## src/rtl/mp_link_pkg.sv

```systemverilog
// Shared definitions for the processor link bridge.
//   state_t   : TX sequencer states
//   DEF_*     : default parameter values
//   cnt_w()   : width of an occupancy counter able to hold 0..n
package mp_link_pkg;

   localparam int DEF_DATA_W      = 8;
   localparam int DEF_FIFO_DEPTH  = 16;
   localparam int DEF_LOAD_CYC    = 2;
   localparam int DEF_TIMEOUT_CYC = 1024;

   typedef enum logic [1:0] {
      ST_IDLE      = 2'd0,
      ST_LOAD      = 2'd1,
      ST_WAIT_SENT = 2'd2
   } state_t;

   function automatic int cnt_w(input int n);
      return $clog2(n) + 1;
   endfunction

endpackage

```

## src/rtl/mp_link_fifo.sv

```systemverilog
// Synchronous show-ahead FIFO.
//   i_clk, i_rst      : clock, synchronous active-high reset (flushes pointers)
//   i_push, i_data    : write request and word; accepted when not full, or when
//                       full and popped in the same cycle
//   i_pop             : read request; ignored when empty
//   o_data            : head word, valid while o_empty is low
//   o_full, o_empty   : status
//   o_count           : exact occupancy 0..DEPTH
module mp_link_fifo
   import mp_link_pkg::*;
#(
   parameter int DATA_W = DEF_DATA_W,
   parameter int DEPTH  = DEF_FIFO_DEPTH
) (
   input  logic                    i_clk,
   input  logic                    i_rst,
   input  logic                    i_push,
   input  logic [DATA_W-1:0]       i_data,
   input  logic                    i_pop,
   output logic [DATA_W-1:0]       o_data,
   output logic                    o_full,
   output logic                    o_empty,
   output logic [cnt_w(DEPTH)-1:0] o_count
);

   localparam int AW = $clog2(DEPTH);

   logic [DATA_W-1:0] r_mem [DEPTH];
   logic [AW:0]       r_wr_ptr;
   logic [AW:0]       r_rd_ptr;
   logic              w_do_push;
   logic              w_do_pop;

   // Pointers carry one extra wrap bit so full and empty are distinguishable.
   assign o_count   = r_wr_ptr - r_rd_ptr;
   assign o_empty   = (r_wr_ptr == r_rd_ptr);
   assign o_full    = (o_count == (AW+1)'(DEPTH));
   assign o_data    = r_mem[r_rd_ptr[AW-1:0]];
   assign w_do_pop  = i_pop & ~o_empty;
   // When full, the slot being written is the one being read this cycle.
   assign w_do_push = i_push & (~o_full | w_do_pop);

   always_ff @(posedge i_clk) begin
      if (i_rst) begin
         r_wr_ptr <= '0;
         r_rd_ptr <= '0;
      end else begin
         if (w_do_push) r_wr_ptr <= r_wr_ptr + (AW+1)'(1);
         if (w_do_pop)  r_rd_ptr <= r_rd_ptr + (AW+1)'(1);
      end
   end

   always_ff @(posedge i_clk) begin
      if (w_do_push) r_mem[r_wr_ptr[AW-1:0]] <= i_data;
   end

endmodule

```

## src/rtl/mp_link_bridge.sv

```systemverilog
// Bridge between the on-chip processor streaming ports and the external
// asynchronous processor link.
//   clk_clk, reset_reset        : clock, synchronous active-high reset
//   tx_data/tx_valid/tx_ready   : outbound words from the CPU into the TX FIFO
//   rx_data/rx_valid/rx_ready   : inbound words from the RX FIFO to the CPU
//   mpdatain_export/chrec_export: async inbound word and its strobe
//   mpdataout_export/load_export/asoe_export/sent_export : outbound link
//   clr_err                     : clears rx_overflow and tx_timeout
//   rx_count/tx_count           : FIFO occupancy
//
// TX sequencer states:
//   state        | meaning
//   ST_IDLE      | link released; pop next TX word when one is queued
//   ST_LOAD      | word driven, load strobe high for LOAD_CYC cycles
//   ST_WAIT_SENT | word driven, waiting for sent edge or timeout
module mp_link_bridge
   import mp_link_pkg::*;
#(
   parameter int DATA_W      = DEF_DATA_W,
   parameter int FIFO_DEPTH  = DEF_FIFO_DEPTH,
   parameter int LOAD_CYC    = DEF_LOAD_CYC,
   parameter int TIMEOUT_CYC = DEF_TIMEOUT_CYC
) (
   input  logic                         clk_clk,
   input  logic                         reset_reset,
   input  logic [DATA_W-1:0]            tx_data,
   input  logic                         tx_valid,
   output logic                         tx_ready,
   output logic [DATA_W-1:0]            rx_data,
   output logic                         rx_valid,
   input  logic                         rx_ready,
   input  logic [DATA_W-1:0]            mpdatain_export,
   input  logic                         chrec_export,
   output logic [DATA_W-1:0]            mpdataout_export,
   output logic                         load_export,
   output logic                         asoe_export,
   input  logic                         sent_export,
   input  logic                         clr_err,
   output logic                         rx_overflow,
   output logic                         tx_timeout,
   output logic [cnt_w(FIFO_DEPTH)-1:0] rx_count,
   output logic [cnt_w(FIFO_DEPTH)-1:0] tx_count
);

   localparam int TMR_MAX = (LOAD_CYC > TIMEOUT_CYC) ? LOAD_CYC : TIMEOUT_CYC;
   localparam int TMR_W   = cnt_w(TMR_MAX);
   localparam logic [TMR_W-1:0] LOAD_INIT = TMR_W'(LOAD_CYC - 1);
   localparam logic [TMR_W-1:0] TMO_INIT  = TMR_W'(TIMEOUT_CYC - 1);

   // synchronisers (s3 is the previous synced value for edge detection)
   logic              r_chrec_s1, r_chrec_s2, r_chrec_s3;
   logic              r_sent_s1, r_sent_s2, r_sent_s3;
   logic [DATA_W-1:0] r_data_s1, r_data_s2;
   logic              w_chrec_rise;
   logic              w_sent_rise;

   logic              r_rx_push;
   logic [DATA_W-1:0] r_rx_word;
   logic              w_rx_pop;
   logic              w_rx_full;
   logic              w_rx_empty;

   logic              w_tx_push;
   logic              w_tx_pop;
   logic              w_tx_full;
   logic              w_tx_empty;
   logic [DATA_W-1:0] w_tx_head;

   state_t            r_state;
   state_t            w_state_nxt;
   logic [TMR_W-1:0]  r_tmr;
   logic [DATA_W-1:0] r_out_word;
   logic              w_timeout_evt;
   logic              w_ovf_evt;
   logic              r_rx_overflow;
   logic              r_tx_timeout;

   always_ff @(posedge clk_clk) begin
      if (reset_reset) begin
         r_chrec_s1 <= 1'b0;
         r_chrec_s2 <= 1'b0;
         r_chrec_s3 <= 1'b0;
         r_sent_s1  <= 1'b0;
         r_sent_s2  <= 1'b0;
         r_sent_s3  <= 1'b0;
         r_data_s1  <= '0;
         r_data_s2  <= '0;
         r_rx_push  <= 1'b0;
         r_rx_word  <= '0;
      end else begin
         r_chrec_s1 <= chrec_export;
         r_chrec_s2 <= r_chrec_s1;
         r_chrec_s3 <= r_chrec_s2;
         r_sent_s1  <= sent_export;
         r_sent_s2  <= r_sent_s1;
         r_sent_s3  <= r_sent_s2;
         r_data_s1  <= mpdatain_export;
         r_data_s2  <= r_data_s1;
         // Word and strobe travel the same sync path, so the captured word
         // is the one present when chrec was first sampled high.
         r_rx_push  <= w_chrec_rise;
         r_rx_word  <= r_data_s2;
      end
   end

   assign w_chrec_rise = r_chrec_s2 & ~r_chrec_s3;
   assign w_sent_rise  = r_sent_s2 & ~r_sent_s3;

   assign rx_valid  = ~w_rx_empty;
   assign w_rx_pop  = rx_valid & rx_ready;
   assign w_ovf_evt = r_rx_push & w_rx_full & ~w_rx_pop;

   mp_link_fifo #(.DATA_W(DATA_W), .DEPTH(FIFO_DEPTH)) u_rx_fifo (
      .i_clk   (clk_clk),
      .i_rst   (reset_reset),
      .i_push  (r_rx_push),
      .i_data  (r_rx_word),
      .i_pop   (w_rx_pop),
      .o_data  (rx_data),
      .o_full  (w_rx_full),
      .o_empty (w_rx_empty),
      .o_count (rx_count)
   );

   assign tx_ready  = ~w_tx_full;
   assign w_tx_push = tx_valid & tx_ready;

   mp_link_fifo #(.DATA_W(DATA_W), .DEPTH(FIFO_DEPTH)) u_tx_fifo (
      .i_clk   (clk_clk),
      .i_rst   (reset_reset),
      .i_push  (w_tx_push),
      .i_data  (tx_data),
      .i_pop   (w_tx_pop),
      .o_data  (w_tx_head),
      .o_full  (w_tx_full),
      .o_empty (w_tx_empty),
      .o_count (tx_count)
   );

   always_ff @(posedge clk_clk) begin
      if (reset_reset) r_state <= ST_IDLE;
      else             r_state <= w_state_nxt;
   end

   always_comb begin
      w_state_nxt = r_state;
      case (r_state)
         ST_IDLE:      if (!w_tx_empty) w_state_nxt = ST_LOAD;
         ST_LOAD:      if (r_tmr == '0) w_state_nxt = ST_WAIT_SENT;
         ST_WAIT_SENT: if (w_sent_rise || (r_tmr == '0)) w_state_nxt = ST_IDLE;
         default:      w_state_nxt = ST_IDLE;
      endcase
   end

   always_comb begin
      asoe_export      = (r_state != ST_IDLE);
      load_export      = (r_state == ST_LOAD);
      mpdataout_export = asoe_export ? r_out_word : '0;
      w_tx_pop         = (r_state == ST_IDLE) & ~w_tx_empty;
      // An acknowledge arriving on the last waiting cycle still counts.
      w_timeout_evt    = (r_state == ST_WAIT_SENT) & ~w_sent_rise & (r_tmr == '0);
   end

   // Shared down-counter: load phase length, then sent timeout.
   always_ff @(posedge clk_clk) begin
      if (reset_reset) begin
         r_tmr <= '0;
      end else begin
         case (r_state)
            ST_IDLE:      r_tmr <= LOAD_INIT;
            ST_LOAD:      r_tmr <= (r_tmr == '0) ? TMO_INIT : r_tmr - TMR_W'(1);
            ST_WAIT_SENT: r_tmr <= (r_tmr == '0) ? '0 : r_tmr - TMR_W'(1);
            default:      r_tmr <= '0;
         endcase
      end
   end

   always_ff @(posedge clk_clk) begin
      if (reset_reset)        r_out_word <= '0;
      else if (w_tx_pop)      r_out_word <= w_tx_head;
      else if (w_timeout_evt) r_out_word <= '0;
   end

   // Sticky errors; a new event in the clearing cycle keeps the flag set.
   always_ff @(posedge clk_clk) begin
      if (reset_reset) begin
         r_rx_overflow <= 1'b0;
         r_tx_timeout  <= 1'b0;
      end else begin
         r_rx_overflow <= w_ovf_evt     | (r_rx_overflow & ~clr_err);
         r_tx_timeout  <= w_timeout_evt | (r_tx_timeout  & ~clr_err);
      end
   end

   assign rx_overflow = r_rx_overflow;
   assign tx_timeout  = r_tx_timeout;

endmodule

```

## config.mk

```make
export PLATFORM = sky130hd
export DESIGN_NAME = mp_link_bridge
export DESIGN_NICKNAME = d
export VERILOG_FILES = /design/src/rtl/mp_link_pkg.sv /design/src/rtl/mp_link_fifo.sv /design/src/rtl/mp_link_bridge.sv
export SDC_FILE = /design/constraint.sdc
export NUM_CORES = 1
export LEC_CHECK = 0
export BUFFER_PORTS_ARGS = -buffer_cell sky130_fd_sc_hd__buf_2
export CAP_MARGIN = 20
export CORE_MARGIN = 1
export CORE_UTILIZATION = 45
export CTS_CLUSTER_DIAMETER = 120
export DETAILED_ROUTE_END_ITERATION = 16
export PLACE_DENSITY = 0.63
export SLEW_MARGIN = 40
export SYNTH_ARGS = -nofsm -noshare
export SYNTH_HDL_FRONTEND = slang
export SYNTH_SLANG_ARGS = --single-unit
```

## constraint.sdc

```tcl
create_clock -name clk_clk -period 4.2 [get_ports clk_clk]
set_clock_uncertainty 0.1 [all_clocks]
set_input_delay 0.63 -clock clk_clk [delete_from_list [all_inputs] [get_ports clk_clk]]
set_output_delay 0.63 -clock clk_clk [all_outputs]
set_load 0.02 [all_outputs]
```

==> summary.md, run 1 <==
| Metric | Value |
|---|---|
| Outcome | complete, no violations |
| Core Footprint | 28900 um2 |
| Setup CP Type | reg -> out |
| Clock Sinks | 338 |
| Die H | ~170 um |
| Total of max-cap violations | 0 |
| Placed insts | 1199 |
| Via density | ~5.5 |
| Post-DP HPWL | 17800 um |
| Ys flop type | edfxtp_1 |
| Gpl congestion | 0.769 |
| Fill cell total of the finished layout | around 2300 |
| 1st-iter DRT viols | 429 |
| Flops & latches, synth | 338 |
| Gr usage total | 0.182 |
| Tmin final | 3640 ps |
| P per Cell Area | 541 nW/um2 |
| WL per Instance | 21.1 um |
| Most common cell after layout, fill and taps aside | edfxtp_1 |
| Hold buffers post-CTS | 0 |
| Hold Fails Final Rpt | 0 |
| Critical path arrival | 2910 ps |
| Largest net degree at the start of global routing | 51 |
| CTS resizes | 0 |
| Die width | 174 um |
| Post-synth cell types | 53 |
| Initial cell density of the core | 0.460 |
| Row cnt | 62 |
| Post-Route Utilization | 0.530 |
| Multi-input logic area | 3880 um2 |
| Via Count | 6895 |
| Slew Limit Fails | 0 |
| Fmax | 0.275 GHz |
| Setup repair bufs after CTS | 0 |
| Final setup vio count | 0 |
| Peak supply drop | 0.278 mV |
| Clock Tree Root | clkbuf_16 |
| Yosys warning count | 0 |
| Grt ovf | 0 |
| IO buf count | 54 |
| Hold_ws | 213 ps |
| Io pins | 55 |
| Slew HR | 0.470 |
| Power Total | between 0.008 and 0.009 W |
| DR DRC count | 0 |
| Nets@finish | 898 |
| Vias in the first global route | between 6000 and 7000 |
| Synth async-reset ratio | 0 |
| First-pass GRT wire length | 41500 um |
| Syn Area/Cell | 17.1 um2 |
| Worst slew pin tran | between 700 and 800 ps |
| Detail Route Antenna Nets | 0 |
| Post-Synthesis Cells | 780 |
| Synthesized cell area | ~13000 um2 |
| Final worst path period share | 0.866 |
| Clock-pin slew on the worst setup and hold paths | 60 ps |
| Ant diodes | 0 |
| Crit start category | register |
| Cts bufs inserted | 36 |
| Post-Syn Nets | between 800 and 900 |
| Worst EP required | around 3500 ps |
| Die ar. | roughly 30000 um2 |
| Critical Path Fanout Max | 5 |
| CP Capture Type | output pin |
| Final std cells w/o fill | 1264 |
| EDFF count, synth | 256 |
| H-tree depth | 2 |
| Clk_lat worst skew | 520 ps |
| Area growth, synth to finish | 15.2% |
| Clk buf depth | 3 |
| Area occupied by registers | just over 9000 um2 |
| Initial antenna violation count | 1 |
| Layout cells sized above 1 | 0.253 |
| Commonest non-fill, non-tap cells in the layout | edfxtp_1, dfxtp_1, mux4_2 |
| CTS tree | yes |
| Worst Hold Class | in -> reg |
| Setup TNS | 0 ps |
| RSZ-0062 raised after global routing | false |
| Seq/Total Area, Yosys | 0.701 |
| Post-Route WL | 26700 um |
| Router iterations before antenna repair | 5 |
| P_leak | 5.18 nW |
[critical path: stages (launching register included)]
cell,delay (ps)
dfxtp_1,350
inv_1,140
ha_1,180
inv_1,50
fa_1,390
xor2_1,180
or3_1,360
a2111oi_4,500
inv_1,70
buf_2,170
[cells in the mapped netlist, types with 4 or more instances]
cell type	count	area share
ha_1	20	0.019
o21ai_0	6	0.0023
dfxtp_1	82	0.12
nand2_1	17	0.0048
and3_1	13	0.0061
mux2_1	4	0.0034
mux4_2	72	0.12
edfxtp_1	256	0.58
nor2_1	39	0.011
nand2b_1	4	0.0019
nor4_1	8	0.0038
and2_1	12	0.0056
xor2_1	7	0.0046
inv_1	24	0.0068
nand3_1	5	0.0019
a22o_1	8	0.0053
nor3_1	18	0.0068
a21oi_1	25	0.0094
buf_2	7	0.0026
xnor2_1	13	0.0086
nor2b_1	50	0.023
mux2i_1	11	0.0083
clkbuf_1	17	0.0048
buf_1	6	0.0017
a211oi_1	8	0.0045
nand4_1	12	0.0056
[flip-flops by register name, summed over array words and instances (netlist names), 2 cells and up, named ones only]
name	count
u_rx_fifo.r_mem	128
u_tx_fifo.r_mem	128
r_tmr	11
r_data_s1	8
r_data_s2	8
r_out_word	8
r_rx_word	8
u_rx_fifo.r_rd_ptr	5
u_rx_fifo.r_wr_ptr	5
u_tx_fifo.r_rd_ptr	5
u_tx_fifo.r_wr_ptr	5
r_state	2
[layout make-up]
type	count	area share
Multi-Input combinational cell	385	0.253
Clock inverter	14	0.00653
Tap cell	384	0.0313
Timing Repair Buffer	68	0.0250
Sequential cell	338	0.609
Clock buffer	51	0.0693
Inverter	24	0.00588
[worst paths after layout]
kind	from	endpoint	slack (ps)	cells after the start
worst max-delay path	u_tx_fifo.r_wr_ptr[0]	tx_ready	560	9
worst min-delay path	mpdatain_export[3]	r_data_s1[3]	210	2
worst max register to register	u_rx_fifo.r_wr_ptr[0]	u_rx_fifo.r_mem[12][4]	900	11
worst min register to register	r_chrec_s3	r_rx_push	280	1
[where the power goes]
| group | switching [W] | leakage, nW | internal (W) |
|---|---|---|---|
| Sequential | 0.000161 | 3.01 | 0.00374 |
| Combinational | 0.000744 | 1.60 | 0.000584 |
| Clock | 0.00127 | 0.572 | 0.00179 |
[stage by stage]
stage          instance area (um2)  setup WS (ps)
2_1_floorplan                13300           1030
4_1_cts                      15300            526
3_3_place_gp                 14000            766
3_5_place_dp                 14100            855
6_report                     15300            563
5_1_grt                      15300            420
[metal layers]
layer / vias up / track usage / part of all wire
met2: 179 / 0.284 / 0.47
met5: - / 0 / 0
met4: 0 / 0.0457 / 0.017
met3: 37 / 0.0350 / 0.055
met1: 3513 / 0.265 / 0.46
li1: 3166 / - / -
[cells by family (layout without fill, tap and decap cells)]
| group | Yosys count | in the layout | synth area share |
|---|---|---|---|
| compound gates | 63 | 63 | 0.0321 |
| xor+xnor | 20 | 20 | 0.0132 |
| fa+ha+maj | 22 | 22 | 0.0218 |
| buf+inv | 57 | 157 | 0.0174 |
| flops | 338 | 338 | 0.701 |
| mux | 89 | 89 | 0.135 |
| simple gates | 191 | 191 | 0.0795 |
Note: power is estimated with default switching activity, not from simulation.
==> run 2, diff against run 1 <==
- PLACE_DENSITY: 0.63 -> unset
- REMOVE_ABC_BUFFERS: unset -> 1
==> run 2 against run 1 <==
  * Worst hold slack gained 6.8 ps
  * Largest power group unchanged
  * Non-clock buffer count increased by 6
  * Clock-buffer cell count fell by 1
  * Global-route usage grew 0.31 points
  * Die area unchanged
  * Via count rose by 0.87%
  * Maximum frequency shrank 0.97%
  * Sequential power about the same
==> summary.md, run 2 (synthesis results as in run 1) <==
| Metric | Value |
|---|---|
| Row cnt | 62 (unchanged) |
| Largest net degree at the start of global routing | 49 (was 51) |
| Setup CP Type | reg -> out (unchanged) |
| R2r endpoint | u_rx_fifo.r_mem[7][1] (was u_rx_fifo.r_mem[12][4]) |
| CTS tree | yes (unchanged) |
| Crit start category | register (unchanged) |
| RSZ-0062 raised after global routing | false (unchanged) |
| Worst slew pin tran | 843 ps (was 792 ps) |
| Register-to-register setup slack | 980 ps (was 900 ps) |
| Clk buf depth | 3 (unchanged) |
| DRT met1 WL | 11800 um (was 12300 um) |
| H-tree depth | 2 (unchanged) |
| Uppermost layer routed | met4 (unchanged) |
| Switching pwr | 0.00223 W (was 0.00218 W) |
| Setup repair bufs after CTS | 0 (unchanged) |
| Post-DP HPWL | 18000 um (was 17800 um) |
| Most common cell after layout, fill and taps aside | edfxtp_1 (unchanged) |
| Core Footprint | 28900 um2 (unchanged) |
| Initial antenna violation count | 0 (was 1) |
| Clk_lat worst skew | 520 ps (about the same) |
| Ant diodes | 0 (unchanged) |
| Io pins | 55 (unchanged) |
| Critical path arrival | 2940 ps (was 2910 ps) |
| Worst Hold Class | in -> reg (unchanged) |
| IO buf count | 54 (unchanged) |
| Reg-to-reg startpoint | u_rx_fifo.r_wr_ptr[0] (unchanged) |
| Final setup vio count | 0 (unchanged) |
| WL met3 | 1100 um (was 1470 um) |
| Slew Limit Fails | 0 (unchanged) |
| Combinational share of power | 0.159 (was 0.160) |
| Gr usage total | 0.185 (was 0.182) |
| Outcome | complete, no violations (unchanged) |
| Peak supply drop | 0.298 mV (was 0.278 mV) |
| CTS resizes | 0 (unchanged) |
| Nets@finish | 904 (was 898) |
| Cts bufs inserted | 36 (unchanged) |
| Total of max-cap violations | 0 (unchanged) |
| Register share of total power | 0.454 (was 0.471) |
| Die width | 174 um (unchanged) |
| Final std cells w/o fill | 1271 (was 1264) |
| Switching part of the total power | 0.259 (was 0.263) |
| Hold buffers post-CTS | 0 (unchanged) |
| Fill cell total of the finished layout | 2310 (was 2315) |
| Die ar. | 30300 um2 (unchanged) |
| Worst Setup SP | u_tx_fifo.r_wr_ptr[0] (unchanged) |
| Clock Power Share | 0.387 (was 0.369) |
| Clock-pin slew on the worst setup and hold paths | 60 ps (about the same) |
| Fmax | 0.272 GHz (was 0.275 GHz) |
| Slew HR | 0.433 (was 0.470) |
| Post-Route WL | 27000 um (was 26700 um) |
| 1st-iter DRT viols | 552 (was 429) |
| Critical Path Fanout Max | 5 (unchanged) |
| Via density | 5.47 (was 5.45) |
| DR DRC count | 0 (unchanged) |
| Pint | 0.00637 W (was 0.00611 W) |
| Area growth, synth to finish | 15.8% (was 15.2%) |
| Initial cell density of the core | 0.460 (unchanged) |
| Placed insts | 1205 (was 1199) |
| Tmin final | 3670 ps (was 3640 ps) |
| Clock Tree Root | clkbuf_16 (unchanged) |
| P per Cell Area | 558 nW/um2 (was 541 nW/um2) |
| Via Count | 6955 (was 6895) |
| Layout cells sized above 1 | 0.256 (was 0.253) |
| Worst EP required | 3470 ps (about the same) |
| P_leak | 5.27 nW (was 5.18 nW) |
| Gpl congestion | 0.815 (was 0.769) |
| Hold Fails Final Rpt | 0 (unchanged) |
| First-pass GRT wire length | 42600 um (was 41500 um) |
| Vias in the first global route | 7292 (was 6931) |
| Final worst path period share | 0.874 (was 0.866) |
| WL met2 | 13400 um (was 12500 um) |
| WL per Instance | 21.2 um (was 21.1 um) |
| Clock Sinks | 338 (unchanged) |
| Grt ovf | 0 (unchanged) |
| CP Capture Type | output pin (unchanged) |
| Router iterations before antenna repair | 5 (unchanged) |
| Crit path to | tx_ready (unchanged) |
| Die H | 174 um (unchanged) |
| Setup TNS | 0 ps (unchanged) |
| Detail Route Antenna Nets | 0 (unchanged) |
| Commonest non-fill, non-tap cells in the layout | edfxtp_1, dfxtp_1, mux4_2 (unchanged) |
| R2r worst-path depth | 9 (was 11) |
[run 2: cell types whose count changed in the layout (fill, tap and decap cells not counted), moves of 2 or more]
cell        delta
clkbuf_1       -6
nor4_4         -4
bufinv_16      +3
nor3_1         +7
buf_4          +8
buf_6          -2
nor4_1         +5
clkinvlp_4     +2
clkbuf_8       +5
nor3_2         -7
[run 2: how the worst min path moves through the flow]
stage                             from      endpoint  slack [ps]  cells past startpoint
floorplan                   r_chrec_s3     r_rx_push         270                      1
global placement            r_chrec_s3     r_rx_push         280                      1
detailed placement          r_chrec_s3     r_rx_push         280                      1
CTS                 mpdatain_export[6]  r_data_s1[6]         200                      2
global route        mpdatain_export[5]  r_data_s1[5]         220                      2
finish              mpdatain_export[6]  r_data_s1[6]         220                      2
[run 2: metal layers]
| layer | vias up | track usage |
|---|---|---|
| met5 | - | 0 |
| met4 | 0 | 0.0632 |
| met3 | 50 | 0.0280 |
| met2 | 167 | 0.310 |
| met1 | 3558 | 0.249 |
| li1 | 3180 | - |
[run 2: cell type report]
cell class              instances  area [um2]  area share
clock buffers                  50        1110      0.0719
well taps                     384         480      0.0312
multi-input cells             385        3790       0.246
inverters                      24        90.1     0.00584
clock inverters                16         198      0.0128
flip-flops and latches        338        9330       0.605
repair buffers                 74         420      0.0273
[run 2: per-stage QoR]
stage | setup slack, ps | power, W | hold WS, ps | instance area [um2] | utilization
after CTS | 530 | 0.00868 | 196 | 15400 | 0.533
final | 528 | 0.00861 | 220 | 15400 | 0.533
after floorplan | 838 | 0.00490 | 267 | 13200 | -
after detailed placement | 1030 | 0.00534 | 276 | 14100 | 0.487
after global routing | 360 | 0.00895 | 221 | 15400 | 0.533
after global placement | 898 | 0.00529 | 279 | 14100 | 0.486
[run 2: power groups by stage]
stage	clock, W	sequential [W]	combinational, W
after detailed placement	0	0.00398	0.00136
after global placement	0	0.00397	0.00132
after CTS	0.00341	0.00391	0.00137
after global routing	0.00352	0.00393	0.00150
after floorplan	0	0.00395	0.000946
final	0.00333	0.00391	0.00137
[run 2: critical path, cell delays in order (launching register included)]
cell	delay (ps)
dfxtp_1	350
inv_1	130
ha_1	190
inv_1	60
fa_1	400
xor2_1	190
or3_1	360
a2111oi_4	480
inv_1	110
buf_2	180
